$ cat src/rtl/mbs_fsk_core.sv
// mbs_fsk_core: 5-bit m-sequence generator FSK-modulated onto a square wave, paced by a symbol counter
module mbs_fsk_core #(
    parameter int                LFSR_W     = 5,
    parameter logic [LFSR_W-1:0] SEED       = 5'b00001,
    parameter int                CNT_W      = 7,
    parameter int                BIT_PERIOD = 128,
    parameter int                HALF0      = 8,
    parameter int                HALF1      = 4
) (
    input  logic              clk,
    input  logic              rstb,
    input  logic              en,
    output logic              ready,
    output logic              shift,
    output logic [LFSR_W-1:0] lfsr,
    output logic [CNT_W-1:0]  count,
    output logic              data_out,
    output logic              fsk_out
);
    localparam int TW = $clog2((HALF0 > HALF1 ? HALF0 : HALF1) + 1);
    logic [TW-1:0]     tone;
    logic [TW-1:0]     half_m1;
    logic              wrap;
    logic              hit;
    logic [LFSR_W-1:0] lfsr_nxt;
    assign data_out = lfsr[LFSR_W-1];
    // an all-zero register would lock up, so it recovers to SEED on the next advance
    always_comb begin
        wrap     = count == CNT_W'(BIT_PERIOD - 1);
        half_m1  = data_out ? TW'(HALF1 - 1) : TW'(HALF0 - 1);
        hit      = tone == half_m1;
        lfsr_nxt = lfsr == '0 ? SEED : {lfsr[LFSR_W-2:0], lfsr[LFSR_W-1] ^ lfsr[LFSR_W-3]};
    end
    always_ff @(posedge clk or negedge rstb) begin
        if (!rstb) begin
            ready   <= 1'b0;
            shift   <= 1'b0;
            lfsr    <= SEED;
            count   <= '0;
            tone    <= '0;
            fsk_out <= 1'b0;
        end else begin
            ready <= en;
            shift <= en && wrap;
            if (en) begin
                count   <= wrap ? '0 : count + CNT_W'(1);
                tone    <= (wrap || hit) ? '0 : tone + TW'(1);
                fsk_out <= fsk_out ^ hit;
                if (wrap) lfsr <= lfsr_nxt;
            end
        end
    end
endmodule

$ cat config.mk
export PLATFORM = sky130hd
export DESIGN_NAME = mbs_fsk_core
export DESIGN_NICKNAME = d
export VERILOG_FILES = /design/src/rtl/mbs_fsk_core.sv
export SDC_FILE = /design/constraint.sdc
export NUM_CORES = 1
export LEC_CHECK = 0
export BUFFER_PORTS_ARGS = -buffer_cell sky130_fd_sc_hd__buf_2
export CORE_ASPECT_RATIO = 0.8
export CORE_MARGIN = 2
export CORE_UTILIZATION = 40
export DETAILED_ROUTE_END_ITERATION = 10
export SETUP_SLACK_MARGIN = 0.4
export SYNTH_ARGS = -nofsm -noshare
export SYNTH_HDL_FRONTEND = slang
export SYNTH_SLANG_ARGS = --single-unit
$ cat constraint.sdc
create_clock -name clk -period 1.7 [get_ports clk]
set_input_delay 0.085 -clock clk [delete_from_list [all_inputs] [get_ports clk]]
set_output_delay 0.085 -clock clk [all_outputs]
set_load 0.05 [all_outputs]
==> results.toml <==
[outcome]
outcome = "complete, no violations"

[timing]
maxSlewViolCount = 0
finalCritPeriodShare_pct = 79.7
max_slew_margin_pct = 72.7
hold_slack_ns = 0.118
fin_crit_ns = 1.36
rsz0062_at_grt = "yes"
setup_viol = 0
hold_viol_final = 0
worst_clock_skew_ns = 0.00558
tns_ns = 0
fmax_mhz = 738
worst_slew_pin_slew_ns = 0.410

[global_route]
grt_max_degree = 20
overflow = 0
grt_usage_pct = 14.5
grt_pass1_wl_mm = 2.70
antenna_found_initial = 0
grt_pass1_vias = 591

[routing]
drc = 0
final_antenna_net_count = 0
routed_wl_mm = 1.60
wire_per_inst_microns = 12.8
first_pass_iters = 2
dr_wl_met3_microns = 99
vias = 640
met2_length_microns = 718
dr.max_layer_used = "met4"
vias_per_cell = 5.12
wl_met1_microns = 752
drtIter0Drc = 1

[place]
port_buffers = 18
gp_congestion = 0.703
dp_hpwl_mm = 1.09

[die]
core-area_sq_um = 2100
die_w_microns = 55.9
start_util_pct = 41.1
rows = 15
io-pin-count = 19
die-area_sq_um = 2550
die_h_microns = 45.6

[clock_tree]
htreeDepth = 1
cts_tree = "built"
cts_sinks = 19
cts_buffer_depth = 2
clkTransAtPathRegs_ns = 0.12
clock_latency_ns = 0.30
root_buffer = "clkbuf_4"
cts_buffers = 3

[final_layout]
drive_above_1_share_pct = 53.0
nets = 106
layout_commonest_cell = "buf_2"
final_cell_mix = "buf_2 (18), dfrtp_1 (12), buf_4 (7), dfrtp_2 (6), mux2_4 (5)"
n_antenna_cell = 0
area_growth_pct = 31.0

[synth]
syn_nets = 77
synth-edff-count = 0
netlist_instances = 72
ys.flop_type = "dfrtp_1"
async_reset_ff_share_pct = 100
synth_cell_types = 28
ys_seq_area_share_pct = 55.2
yosysWarnings = 0
syn_area_sq_um = 863
syn-mean-instance-area_sq_um = 12.0
ys_ff_latch = 19

[worst_setup_path]
critical_path_depth = 5
critical_path.cell_chain = "ha_4 -> nand2_2 -> or3_4 -> a31oi_4 -> o31ai_1"
slowest_delay_ns = 0.40
cp-endpoint = "tone[2]$_DFFE_PN0P_"
cp.arrival_ns = 1.55
worst-r2r-cell-count = 5
critPathRequiredTime_ns = 1.90
path_buf_inv = 0
crit_family = "simple AND/OR/NAND/NOR gates"
startpoint = "count[0]$_DFFE_PN0P_"
critical_path.max_fanout = 5
end_kind = "register"
worst-setup-path-type = "reg2reg"
r2r_start = "count[0]$_DFFE_PN0P_"
r2r_slack_ns = 0.34
r2r-end = "tone[2]$_DFFE_PN0P_"
critPathLaunchType = "register"
slowest_stage = "dfrtp_2"

[power_and_ir_drop]
total_power_uw = 1700
vdd_drop_max_mv = 1.25
p_per_area_nw_per_um2 = 1510
leakagePower_uw = 0.000561

[job]
drv_cap = 0

[hold_path]
min_from = "en"
hold_path_class = "in2reg"
==> how the worst min path moves through the flow <==
stage | slack (ns) | end | cells past startpoint
finish | 0.12 | ready$_DFF_PN0_ | 2
detailed placement | 0.04 | tone[3]$_DFFE_PN0P_ | 1
CTS | 0.11 | ready$_DFF_PN0_ | 2
global placement | 0.05 | tone[0]$_DFFE_PN0P_ | 1
global route | 0.10 | ready$_DFF_PN0_ | 2
floorplan | -0.21 | count[0]$_DFFE_PN0P_ | 0
==> registers in the layout, summed over array words and instances (netlist names) <==
register,cells
count,7
lfsr,5
tone,4
fsk_out,1
ready,1
shift,1
==> final cells by class <==
cell class,instances,area [sq um]
Timing Repair Buffer,26,153
Multi-Input combinational cell,46,412
Inverter,5,23.8
Sequential cell,19,484
Tap cell,25,31.3
Clock buffer,3,22.5
Clock inverter,1,5.00
Fill cell,210,971
==> routing by layer <==
layer	up-vias	global-route usage (%)
met2	19	23.1
met3	4	5.97
met1	315	19.3
met4	0	2.86
li1	302	-
met5	-	0
==> report_power, final <==
group | total, uW | internal [uW] | switching (uW) | leakage, uW
combinational | 729 | 247 | 482 | 0.000314
sequential | 738 | 587 | 151 | 0.000229
clock | 237 | 87.8 | 149 | 0.0000177
==> synth_stat cells (2+ instances only) <==
cell,n,area share [%]
dfrtp_1,18,52
mux2_4,5,8.7
nand2_1,5,2.2
inv_1,4,1.7
nor2_1,4,1.7
xor2_1,4,4.1
nand3_1,3,1.7
xnor2_1,3,3.0
a21oi_1,2,1.2
ha_1,2,2.9
mux2i_1,2,2.3
nand2_2,2,1.4
nand4_1,2,1.4
nor3_1,2,1.2
==> stage by stage <==
stage / setup WS [ns] / instance area [sq um] / util (%) / cells
global route: 0.275 / 1130 / 53.8 / 125
detailed placement: 0.261 / 1030 / 49.0 / 114
global placement: 0.300 / 1030 / 49.0 / 114
CTS: 0.334 / 1110 / 52.7 / 124
floorplan: 0.0797 / 915 / - / 72
finish: 0.345 / 1130 / 53.8 / 125
==> cells by family after synthesis <==
| logic type | synth area share [%] |
|---|---|
| and+or+nand+nor | 14.6 |
| DFF | 55.2 |
| muxes | 12.3 |
| xor gates and xnor gates | 7.10 |
| AOI/OAI and AO/OA | 4.06 |
| buffers and inverters | 3.77 |
| adders and majority gates | 2.90 |
==> timing repair <==
| item | CTS | global route |
|---|---|---|
| pin swaps | 3 | 0 |
| buffers inserted | 5 | 1 |
| gates resized for setup | 1 | 1 |
| hold buffers | 1 | 0 |
| hold endpoints to repair | 18 | 0 |
| gates cloned | 0 | 0 |
| endpoints found under the setup margin | 7 | 10 |
Power figures use the tool's default switching activity.
